## config.mk

```make
export PLATFORM = sky130hd
export DESIGN_NAME = vn_update_sched
export DESIGN_NICKNAME = d
export VERILOG_FILES = /design/src/rtl/vn_update_sched.sv
export SDC_FILE = /design/constraint.sdc
export NUM_CORES = 1
export LEC_CHECK = 0
export BUFFER_PORTS_ARGS = -buffer_cell sky130_fd_sc_hd__buf_2
export CORE_UTILIZATION = 54
export CTS_BUF_LIST = sky130_fd_sc_hd__clkbuf_8
export CTS_CLUSTER_DIAMETER = 60
export DETAILED_ROUTE_END_ITERATION = 10
export HOLD_SLACK_MARGIN = 0.12
export PLACE_DENSITY_LB_ADDON = 0.08
export SYNTH_ARGS = -nofsm -noshare
export SYNTH_HDL_FRONTEND = slang
export SYNTH_SLANG_ARGS = --single-unit
```

## constraint.sdc

```tcl
create_clock -name clk -period 4.7 [get_ports clk]
set_input_delay 0.235 -clock clk [delete_from_list [all_inputs] [get_ports clk]]
set_output_delay 0.235 -clock clk [all_outputs]
set_load 0.005 [all_outputs]
```

## src/rtl/vn_update_sched.sv

```systemverilog
// LDPC variable-node update scheduler: one shared external saturating adder
// first accumulates the posterior total, then streams total-minus-message extrinsics.
module vn_update_sched #(
    parameter int INT  = 8,
    parameter int FRAC = 8,
    parameter int DEG  = 3
) (
    input  logic                  clk,
    input  logic                  rst,
    input  logic                  start,
    input  logic [INT+FRAC-1:0]   llr_ch,
    input  logic [INT+FRAC-1:0]   msg_in,
    input  logic                  msg_in_valid,
    output logic                  msg_in_ready,
    output logic [INT+FRAC-1:0]   add_a,
    output logic [INT+FRAC-1:0]   add_b,
    input  logic [INT+FRAC-1:0]   add_c,
    output logic [INT+FRAC-1:0]   ext_out,
    output logic                  ext_valid,
    input  logic                  ext_ready,
    output logic [INT+FRAC-1:0]   total,
    output logic                  hard_bit,
    output logic                  busy,
    output logic                  done
);

    localparam int W  = INT + FRAC;
    localparam int CW = (DEG > 1) ? $clog2(DEG) : 1;
    localparam logic [CW-1:0] LAST    = CW'(DEG - 1);
    localparam logic [W-1:0]  POS_MAX = {1'b0, {(W-1){1'b1}}};
    localparam logic [W-1:0]  NEG_MIN = {1'b1, {(W-1){1'b0}}};

    typedef enum logic [1:0] {IDLE, ACCUM, EXTR, DRAIN} state_t;

    state_t         state;
    logic [W-1:0]   acc;
    logic [CW-1:0]  cnt;
    logic [W-1:0]   msg_buf [DEG];
    logic [W-1:0]   cur_msg;
    logic [W-1:0]   neg_msg;
    logic           issue;

    assign cur_msg = msg_buf[cnt];
    // Negating the most negative value would wrap, so it clamps to +max.
    assign neg_msg = (cur_msg == NEG_MIN) ? POS_MAX : (~cur_msg + 1'b1);
    assign issue   = !ext_valid || ext_ready;

    assign msg_in_ready = (state == ACCUM);
    assign busy         = (state != IDLE);

    always_comb begin
        add_a = '0;
        add_b = '0;
        if (state == ACCUM && msg_in_valid) begin
            add_a = acc;
            add_b = msg_in;
        end else if (state == EXTR) begin
            add_a = total;
            add_b = neg_msg;
        end
    end

    always_ff @(posedge clk) begin
        if (rst) begin
            state     <= IDLE;
            acc       <= '0;
            cnt       <= '0;
            ext_out   <= '0;
            ext_valid <= 1'b0;
            total     <= '0;
            hard_bit  <= 1'b0;
            done      <= 1'b0;
            for (int i = 0; i < DEG; i++) begin
                msg_buf[i] <= '0;
            end
        end else begin
            done <= 1'b0;
            case (state)
                IDLE: begin
                    if (start) begin
                        acc   <= llr_ch;
                        cnt   <= '0;
                        state <= ACCUM;
                    end
                end
                ACCUM: begin
                    if (msg_in_valid) begin
                        acc          <= add_c;
                        msg_buf[cnt] <= msg_in;
                        if (cnt == LAST) begin
                            total    <= add_c;
                            hard_bit <= add_c[W-1];
                            cnt      <= '0;
                            state    <= EXTR;
                        end else begin
                            cnt <= cnt + 1'b1;
                        end
                    end
                end
                EXTR: begin
                    // Output register refills in the same cycle it is accepted.
                    if (issue) begin
                        ext_out   <= add_c;
                        ext_valid <= 1'b1;
                        if (cnt == LAST) begin
                            cnt   <= '0;
                            state <= DRAIN;
                        end else begin
                            cnt <= cnt + 1'b1;
                        end
                    end
                end
                DRAIN: begin
                    if (ext_valid && ext_ready) begin
                        ext_valid <= 1'b0;
                        done      <= 1'b1;
                        state     <= IDLE;
                    end
                end
                default: state <= IDLE;
            endcase
        end
    end

endmodule

```

==> out/metrics.yaml, run 1 <==
status: "finished clean"
synth_top_cell_by_area: "edfxtp_1"
fp.coreArea_sq_mm: 0.0103
hp-class: "input pin to register"
period_share: 0.825
fin_skew_ps: 14.4
syn_nets: 589
dr.first_iter.drc_count: 237
tightest_slew_ps: 896
fmax_ghz: 0.258
ctsResizeCount: 0
grt_pass1_vias: 4632
whs_ps: 132
antenna_cells: 0
synthArstFlopShare: 0
r2r_cells: 8
required_ps: 4470
io_buffer_count: 121
finalHoldViolations: 0
clock_path_buffers: 2
p_leak_nw: 3.10
hpwl_microns: 9040
grt_pass1_wl_microns: 23100
synth_top_area_share: 0.338
cts_setup_buffers: 0
rsz0062_at_grt: "false"
ys_types: 48
cts_buffers: 17
min_period_ps: 3880
r2r-start: "state[1]"
maxCapViolCount: 0
area_growth_pct: 27.0
nFillCells: 799
synth_area_sq_mm: 0.00569
synthCells: 529
routed_wl_microns: 14400
cts.clk_slew.worst_paths_ps: 80
yosysMostFrequentCell: "nand2_1"
dieArea_sq_mm: 0.0110
start_util: 0.554
layout.nets: 737
wl_per_cell_microns: 17.5
synth_common_cells: "nand2_1, edfxtp_1, dfxtp_1"
yosysWarningCount: 0
layout-drive-gt1-share: 0.262
via_count: 4591
min_from: "llr_ch[14]"
grt_remaining_overflow: 0
clock_latency_ps: 430
synth-seq-area-share: 0.535
cts.sinks: 120
grt_max_degree: 46
power_density_mw_per_mm2: 503
cts_tree: "built"
synth_flop_cell: "edfxtp_1"
antenna_found_initial: 0
drt-vias-per-instance: 5.56
report.final.slew_viol_count: 0
seq_area_sq_mm: 0.00304
path_max_fanout: 12
die_h_microns: 105
worstSetupEndpointType: "primary output"
syn_area_per_cell_sq_um: 10.8
grt_util_all_layers: 0.276
gp_congestion: 0.897
ir_drop_uv: 246
htree_levels: 4
cts_hold_buf: 33
tns_ps: 0
path_class: "register to primary output"
ff2ff_setup_slack_ps: 1820
highest_layer: "met4"
synth_edf_count: 64
met3_length_microns: 995
cts_root_buffer: "clkbuf_8"
critPathArrivalTime_ps: 3640
ant_nets: 0
synthTopCellsByArea: "edfxtp_1, dfxtp_1, nand2_1"
maxSlewHeadroom: 0.403
die_w_microns: 105
met1_length_microns: 6010
timing.critical_path.to: "add_b[4]"
multiInputGateArea_sq_mm: 0.00247
total_power_mw: 3.64
drcViolationCount: 0
setup_viol: 0
ys_seq_elements: 120
r2r_end: "msg_buf[2][2]"
drtPass1Iterations: 5
pin_count: 122
rows: 37
dr_wl_met2_microns: 7250
worstSetupStartpointType: "register"
-- metrics by stage --
| step | setup slack (ps) | area, sq um | utilization | instances |
|---|---|---|---|---|
| floorplan | 1850 | 5690 | - | 529 |
| global placement | 1410 | 6410 | 0.623 | 761 |
| detailed placement | 1290 | 6410 | 0.623 | 761 |
| CTS | 821 | 7230 | 0.703 | 826 |
| global route | 547 | 7230 | 0.703 | 826 |
| finish | 823 | 7230 | 0.703 | 826 |
-- cells by family after synthesis --
kind of cell             synth area share
adder cells (fa/ha/maj)            0.0154
XOR/XNOR                           0.0139
AO/OA/AOI/OAI                      0.0939
flip-flops                          0.535
multiplexers                        0.109
buffers and inverters              0.0352
AND/OR/NAND/NOR                     0.198
-- layer usage --
layer	up-vias	global-route usage
met1	2212	0.345
li1	2188	-
met4	0	0.118
met3	15	0.0593
met5	-	0
met2	176	0.463
-- cell type report --
class | count | share of cell area
tap | 136 | 0.0235
timing repair buffer | 166 | 0.142
inverter | 8 | 0.00416
multi-input combinational | 364 | 0.341
clock inverter | 14 | 0.0334
sequential | 120 | 0.421
clock buffer | 18 | 0.0343
-- worst max-delay path, stage by stage (launching register included) --
cell     delay [ps]
dfxtp_1         710
buf_4           300
mux4_1          640
or4b_1          620
nor2_1          150
and3_1          400
o21ai_0         180
nand2_1         110
buf_2           110
-- worst min path at each step --
stage | cells past startpoint | endpoint
after detailed placement | 2 | ext_out[3]
after global routing | 3 | acc[1]
final | 3 | acc[14]
after CTS | 3 | acc[14]
after floorplan | 0 | msg_buf[3][0]
after global placement | 2 | ext_out[1]
-- power by group --
| part | switching [mW] | internal, mW |
|---|---|---|
| registers | 0.103 | 1.26 |
| clock network | 0.439 | 0.706 |
| logic | 0.656 | 0.475 |
-- cell usage in the layout (no fill, tap or decap), types with 3 or more instances in the layout --
cell type | Yosys | routed
edfxtp_1 | 64 | 64
buf_2 | 3 | 121
nor3_2 | 2 | 3
mux4_2 | 4 | 4
xnor2_1 | 5 | 5
and2_1 | 52 | 52
ha_1 | 7 | 7
dlygate4sd3_1 | 0 | 33
clkbuf_8 | 0 | 18
buf_4 | 1 | 12
o21ai_0 | 11 | 11
mux2i_1 | 19 | 19
nand2_1 | 95 | 95
nor2_1 | 31 | 31
inv_1 | 8 | 8
inv_6 | 0 | 3
nand3_1 | 21 | 21
dfxtp_1 | 56 | 56
a22o_1 | 18 | 18
a21oi_1 | 25 | 24
or3_1 | 3 | 3
nand2b_1 | 4 | 4
a211oi_1 | 17 | 17
mux4_1 | 12 | 12
bufinv_16 | 0 | 6
xor2_1 | 4 | 4
nor3_1 | 6 | 5
-- registers in the layout, indices dropped and copies added, names as in the netlist, named ones only --
register	cells
state	2
done	1
msg_buf	64
ext_valid	1
total	16
ext_out	16
acc	16
cnt	2
Note: power is estimated with default switching activity, not from simulation.
==> inputs of run 2 (changes only) <==
==> constraint.sdc (replaced) <==
create_clock -name clk -period 3.7 [get_ports clk]
set_input_delay 0.185 -clock clk [delete_from_list [all_inputs] [get_ports clk]]
set_output_delay 0.185 -clock clk [all_outputs]
set_load 0.005 [all_outputs]
==> out/metrics.yaml, run 2 (synthesis results as in run 1) <==
cts_setup_buffers: 0  # unchanged
antenna_cells: 0  # unchanged
maxSlewHeadroom: 0.396  # was 0.403
p_clk_frac: 0.274  # was 0.315
rsz0062_at_grt: "false"  # unchanged
holdPathEnd: "state[1]"  # was acc[14]
comb_power_share: 0.336  # was 0.311
hp-class: "input pin to register"  # unchanged
cts_tree: "built"  # unchanged
fmax_ghz: 0.292
setup_viol: 0  # unchanged
power_density_mw_per_mm2: 602  # was 503 mW/mm^2
finalHoldViolations: 0  # unchanged
die_w_microns: 105  # unchanged
clock_latency_ps: 440  # was 430 ps
htree_levels: 4  # unchanged
p_switching_mw: 1.52  # was 1.20 mW
r2r-start: "state[1]"  # unchanged
dieArea_sq_mm: 0.0110  # unchanged
largest_reg_flops: 64  # unchanged
status: "finished clean"  # unchanged
layout.nets: 756  # was 737
grt_pass1_wl_microns: 23400  # was 23100 microns
tightest_slew_ps: 907  # was 896 ps
fin_skew_ps: 12.9  # was 14.4 ps
dr_wl_met2_microns: 7520  # was 7250 microns
gp_congestion: 0.866  # was 0.897
ff2ff_setup_slack_ps: 1190  # was 1820 ps
maxCapViolCount: 0  # unchanged
rows: 37  # unchanged
die_h_microns: 105  # unchanged
critPathArrivalTime_ps: 3240  # was 3640 ps
cts.clk_slew.worst_paths_ps: 70  # was 80 ps
routed_wl_microns: 14700  # was 14400 microns
layout-drive-gt1-share: 0.261  # was 0.262
period_share: 0.925
io_buffer_count: 121  # unchanged
hpwl_microns: 9420  # was 9040 microns
grt_util_all_layers: 0.279  # was 0.276
area_growth_pct: 28.8  # was 27.0%
cellInternalPower_mw: 2.89  # was 2.44 mW
dr.first_iter.drc_count: 347  # was 237
start_util: 0.554  # unchanged
drtPass1Iterations: 4  # was 5
required_ps: 3510  # was 4470 ps
fp.coreArea_sq_mm: 0.0103  # unchanged
met1_length_microns: 5950  # was 6010 microns
r2r_end: "msg_buf[2][12]"  # was msg_buf[2][2]
ant_nets: 0  # unchanged
min_period_ps: 3420
wl_per_cell_microns: 17.4  # was 17.5 microns
drcViolationCount: 0  # unchanged
p_leak_nw: 3.14  # was 3.10 nW
ir_drop_uv: 528  # was 246 uV
final_cell_mix: "buf_2, nand2_1, edfxtp_1, dfxtp_1, and2_1"  # unchanged
via_count: 4705  # was 4591
grt_pass1_vias: 4772  # was 4632
min_from: "rst"  # was llr_ch[14]
tns_ps: 0  # unchanged
max_flop_register: "msg_buf"  # unchanged
whs_path_depth: 2  # was 3
r2r_cells: 6  # was 8
antenna_found_initial: 0  # unchanged
p_seq_frac: 0.390  # was 0.374
path_max_fanout: 9  # was 12
switching_share: 0.344  # was 0.330
grt_remaining_overflow: 0  # unchanged
met3_length_microns: 928  # was 995 microns
worstSetupEndpointType: "primary output"  # unchanged
report.final.slew_viol_count: 0  # unchanged
cts_root_buffer: "clkbuf_8"  # unchanged
nFillCells: 786  # was 799
highest_layer: "met4"  # unchanged
final_common_cell: "buf_2"  # unchanged
whs_ps: 355  # was 132 ps
cts.sinks: 120  # unchanged
drt-vias-per-instance: 5.57  # was 5.56
clock_path_buffers: 2  # unchanged
cts_buffers: 17  # unchanged
pin_count: 122  # unchanged
grt_max_degree: 46  # unchanged
worstSetupStartpointType: "register"  # unchanged
path_class: "register to primary output"  # unchanged
-- run 2: changes by cell type in the layout (fill, tap and decap cells not counted) --
cell / previous run / this run
inv_6: 3 / 1
and3_1: 1 / 0
clkinvlp_4: 0 / 2
clkinv_4: 2 / 4
dfxtp_1: 56 / 55
dfxtp_2: 0 / 1
bufinv_16: 6 / 3
buf_4: 12 / 15
clkinv_1: 0 / 1
and3_2: 0 / 1
dlygate4sd3_1: 33 / 49
clkbuf_8: 18 / 17
clkinv_2: 1 / 2
-- run 2: cell type report --
| cell class | instances | area (sq um) | area share |
|---|---|---|---|
| multi-input combinational | 364 | 2470 | 0.337 |
| sequential | 120 | 3040 | 0.415 |
| clock buffer | 17 | 234 | 0.0319 |
| timing repair buffer | 185 | 1210 | 0.165 |
| inverter | 8 | 30.0 | 0.00410 |
| clock inverter | 15 | 175 | 0.0239 |
| tap | 136 | 170 | 0.0232 |
-- run 2: power groups by stage --
stage | Sequential [mW] | Combinational [mW] | Clock [mW]
after floorplan | 1.70 | 1.02 | 0
after global placement | 1.73 | 1.40 | 0
after detailed placement | 1.75 | 1.43 | 0
after CTS | 1.72 | 1.48 | 1.22
after global routing | 1.74 | 1.63 | 1.28
final | 1.72 | 1.48 | 1.21
-- run 2: how the worst max path moves through the flow --
stage             start         to  slack [ps]  cells after the start
2_1_floorplan  register  add_b[10]         900                     12
3_3_place_gp   register  add_b[11]         650                      8
3_5_place_dp   register   add_b[9]         530                     10
4_1_cts        register   add_b[2]          40                     10
5_1_grt        register  add_b[10]          80                     10
6_report       register  add_b[10]         280                     10
-- run 2: through the flow --
stage               cell area [sq um]  worst slack (ps)   util  power [mW]  cells
detailed placement               6430               533  0.626        3.18    764
floorplan                        5690               903      -        2.72    529
finish                           7330               276  0.713        4.41    845
CTS                              7330              36.1  0.713        4.42    845
global placement                 6430               655  0.626        3.13    764
global route                     7330              78.2  0.713        4.65    845
-- run 2: what timing repair did --
action | 4_1_cts | 5_1_grt
hold buffers | 49 | 0
resized for setup | 0 | 2
setup endpoints to repair | 0 | 13
endpoints found under the hold margin | 114 | 0
-- run 2: layer usage --
layer,vias up,GRT usage
met3,25,0.0767
met2,180,0.480
met1,2273,0.323
met4,0,0.132
met5,-,0
li1,2227,-
-- run 2: worst max-delay path, stage by stage (launching register included) --
cell      delay [ps]
dfxtp_2          470
mux4_1           670
inv_1            110
ha_1             230
nand2_1           70
o22ai_1          210
and2_1           320
nand2b_1         100
or3_1            320
a22o_1           190
buf_2            120
==> inputs of run 3 (changes only) <==
--- a/config.mk
+++ b/config.mk
@@ -5,6 +5,7 @@
 export SDC_FILE = /design/constraint.sdc
 export NUM_CORES = 1
 export LEC_CHECK = 0
+export ABC_AREA = 1
 export BUFFER_PORTS_ARGS = -buffer_cell sky130_fd_sc_hd__buf_2
 export CORE_UTILIZATION = 54
 export CTS_BUF_LIST = sky130_fd_sc_hd__clkbuf_8
==> out/metrics.yaml, run 3 <==
clock_latency_ps: 430  # was 440 ps
rsz0062_at_grt: "false"  # unchanged
r2r_cells: 8  # was 6
cp_num_buf_inv: 5  # was 2
drcViolationCount: 0  # unchanged
ys_types: 32  # was 48
report.final.slew_viol_count: 0  # unchanged
synth_edf_count: 64  # unchanged
switching_share: 0.411  # was 0.344
dp.cells: 936  # was 764
yosysWarningCount: 0  # unchanged
grt_max_degree: 39  # was 46
dieArea_sq_mm: 0.0112  # was 0.0110 sq mm
cts_root_buffer: "clkbuf_8"  # unchanged
routed_wl_microns: 15400  # was 14700 microns
largest_reg_flops: 64  # unchanged
power_density_mw_per_mm2: 668  # was 602 mW/mm^2
ctsResizeCount: 0  # unchanged
die_w_microns: 106  # was 105 microns
cellInternalPower_mw: 2.85  # was 2.89 mW
p_seq_frac: 0.357  # was 0.390
final_common_cell: "nand2_1"  # was buf_2
fp.coreArea_sq_mm: 0.0104  # was 0.0103 sq mm
whs_path_depth: 5  # was 2
crit_slowest_cell: "dfxtp_1"  # was mux4_1
grt_util_all_layers: 0.294  # was 0.279
synth-seq-area-share: 0.523  # was 0.535
die_h_microns: 106  # was 105 microns
path_class: "register to primary output"  # unchanged
comb_power_share: 0.417  # was 0.336
path_cells: "inv_1, ha_1, nand2_1, inv_1, nor2_1, buf_4, inv_2, o22ai_1, buf_2"  # was mux4_1, inv_1, ha_1, nand2_1, o22ai_1, and2_1, nand2b_1, or3_1, a22o_1, buf_2
path_max_fanout: 17  # was 9
fin_cells: 1006  # was 845
synth_area_sq_mm: 0.00582  # was 0.00569 sq mm
grt_remaining_overflow: 0  # unchanged
synthCells: 703  # was 529
via_count: 5286  # was 4705
synth_top_area_share: 0.330  # was 0.338
min_period_ps: 2960  # was 3420 ps
synth_flop_cell: "edfxtp_1"  # unchanged
grt_pass1_vias: 5330  # was 4772
hpwl_microns: 10400  # was 9420 microns
drt-vias-per-instance: 5.25  # was 5.57
fin_skew_ps: 10.6  # was 12.9 ps
worstSetupStartpointType: "register"  # unchanged
period_share: 0.799  # was 0.925
yosysMostFrequentCell: "nand2_1"  # unchanged
layout-drive-gt1-share: 0.232  # was 0.261
nFillCells: 859  # was 786
start_util: 0.561  # was 0.554
io_buffer_count: 121  # unchanged
setup_viol: 0  # unchanged
antenna_found_initial: 0  # unchanged
worstSetupEndpointType: "primary output"  # unchanged
cts.clk_slew.worst_paths_ps: 80  # was 70 ps
rows: 37  # unchanged
p_clk_frac: 0.225  # was 0.274
htree_levels: 4  # unchanged
tightest_slew_ps: 1130  # was 907 ps
crit_top_cell: "inv_1"
ys_seq_elements: 120  # unchanged
hp-class: "input pin to register"  # unchanged
clock_path_buffers: 2  # unchanged
synth_common_cells: "nand2_1, inv_1, edfxtp_1"  # was nand2_1, edfxtp_1, dfxtp_1
antenna_cells: 0  # unchanged
cts_tree: "built"  # unchanged
ir_drop_uv: 350  # was 528 uV
layout.nets: 917  # was 756
cts_buffers: 17  # unchanged
finalHoldViolations: 0  # unchanged
required_ps: 3510  # about the same
maxSlewHeadroom: 0.245  # was 0.396
area_growth_pct: 24.4  # was 28.8%
slowest_delay_ps: 390  # was 670 ps
maxCapViolCount: 0  # unchanged
critPathArrivalTime_ps: 2770  # was 3240 ps
cts.sinks: 120  # unchanged
max_flop_register: "msg_buf"  # unchanged
synth_top_cell_by_area: "edfxtp_1"  # unchanged
synthTopCellsByArea: "edfxtp_1, dfxtp_1, nand2_1"  # unchanged
pin_count: 122  # unchanged
syn_nets: 763  # was 589
wl_per_cell_microns: 15.3  # was 17.4 microns
drtPass1Iterations: 6  # was 4
p_switching_mw: 1.99  # was 1.52 mW
synthArstFlopShare: 0  # unchanged
fmax_ghz: 0.338  # was 0.292 GHz
cp_top_family: "buffers and inverters"  # was simple AND/OR/NAND/NOR gates
p_leak_nw: 3.41  # was 3.14 nW
status: "finished clean"  # unchanged
cp.depth: 9  # was 10
final_cell_mix: "nand2_1, buf_2, inv_1, edfxtp_1, nor2_1"  # was buf_2, nand2_1, edfxtp_1, dfxtp_1, and2_1
grt_pass1_wl_microns: 25500  # was 23400 microns
ant_nets: 0  # unchanged
tns_ps: 0  # unchanged
dr.first_iter.drc_count: 363  # was 347
syn_area_per_cell_sq_um: 8.28  # was 10.8 sq um
gp_congestion: 0.891  # was 0.866
## run 3: per-stage QoR
step | worst slack (ps) | instance area, sq um | hold slack, ps | total power [mW] | utilization
after floorplan | 677 | 5820 | 254 | 3.20 | -
after global placement | 1230 | 6490 | 378 | 3.68 | 0.626
after CTS | 725 | 7240 | 124 | 4.84 | 0.698
after detailed placement | 1190 | 6490 | 379 | 3.73 | 0.626
final | 745 | 7240 | 142 | 4.84 | 0.698
after global routing | 516 | 7240 | 173 | 5.19 | 0.698
## run 3: logic make-up after synthesis
family                     after synthesis  share of synthesized area
and+or+nand+nor                        305                      0.231
xor gates and xnor gates                 7                     0.0105
adders and majority gates                7                     0.0150
buffers and inverters                  130                     0.0959
DFF                                    120                      0.523
AOI/OAI and AO/OA                      134                      0.125
## run 3: layer usage
layer,vias up,routed length [microns],GRT usage
li1,2613,-,-
met2,243,7470,0.492
met3,38,1160,0.0649
met4,0,375,0.116
met5,-,0,0
met1,2392,6400,0.370
## run 3: timing repair
| action | in CTS | in global routing |
|---|---|---|
| endpoints found under the hold margin | 59 | 0 |
| hold buffers | 38 | 0 |
| setup buffers | 0 | 0 |
| setup endpoints to repair | 0 | 0 |
## run 3: area by class of cell
type | count | area (sq um) | area share
inverters | 95 | 362 | 0.0500
clock buffers | 19 | 262 | 0.0361
repair buffers | 170 | 1070 | 0.148
well taps | 136 | 170 | 0.0235
multi-input cells | 453 | 2230 | 0.308
clock inverters | 13 | 104 | 0.0143
flip-flops and latches | 120 | 3040 | 0.420
## run 3: power by group through the flow
stage	combinational, mW	sequential (mW)	clock, mW
2_1_floorplan	1.48	1.72	0
3_3_place_gp	1.93	1.75	0
3_5_place_dp	1.97	1.75	0
4_1_cts	2.01	1.73	1.10
5_1_grt	2.27	1.75	1.17
6_report	2.02	1.73	1.09
## run 3: worst paths after layout
kind                  start       end  slack, ps
setup reg to reg   state[1]  total[0]       1170
hold reg to reg      acc[7]    acc[7]        460
hold / removal    llr_ch[7]    acc[7]        140
setup / recovery   state[1]  add_a[4]        740
## run 3: worst reg2reg max path, delay by kind of cell (launching register included)
family	cells	cell delay (ps)
fa+ha+maj	1	240
simple gates	4	1260
buf+inv	2	460
flops	1	350
compound gates	1	100
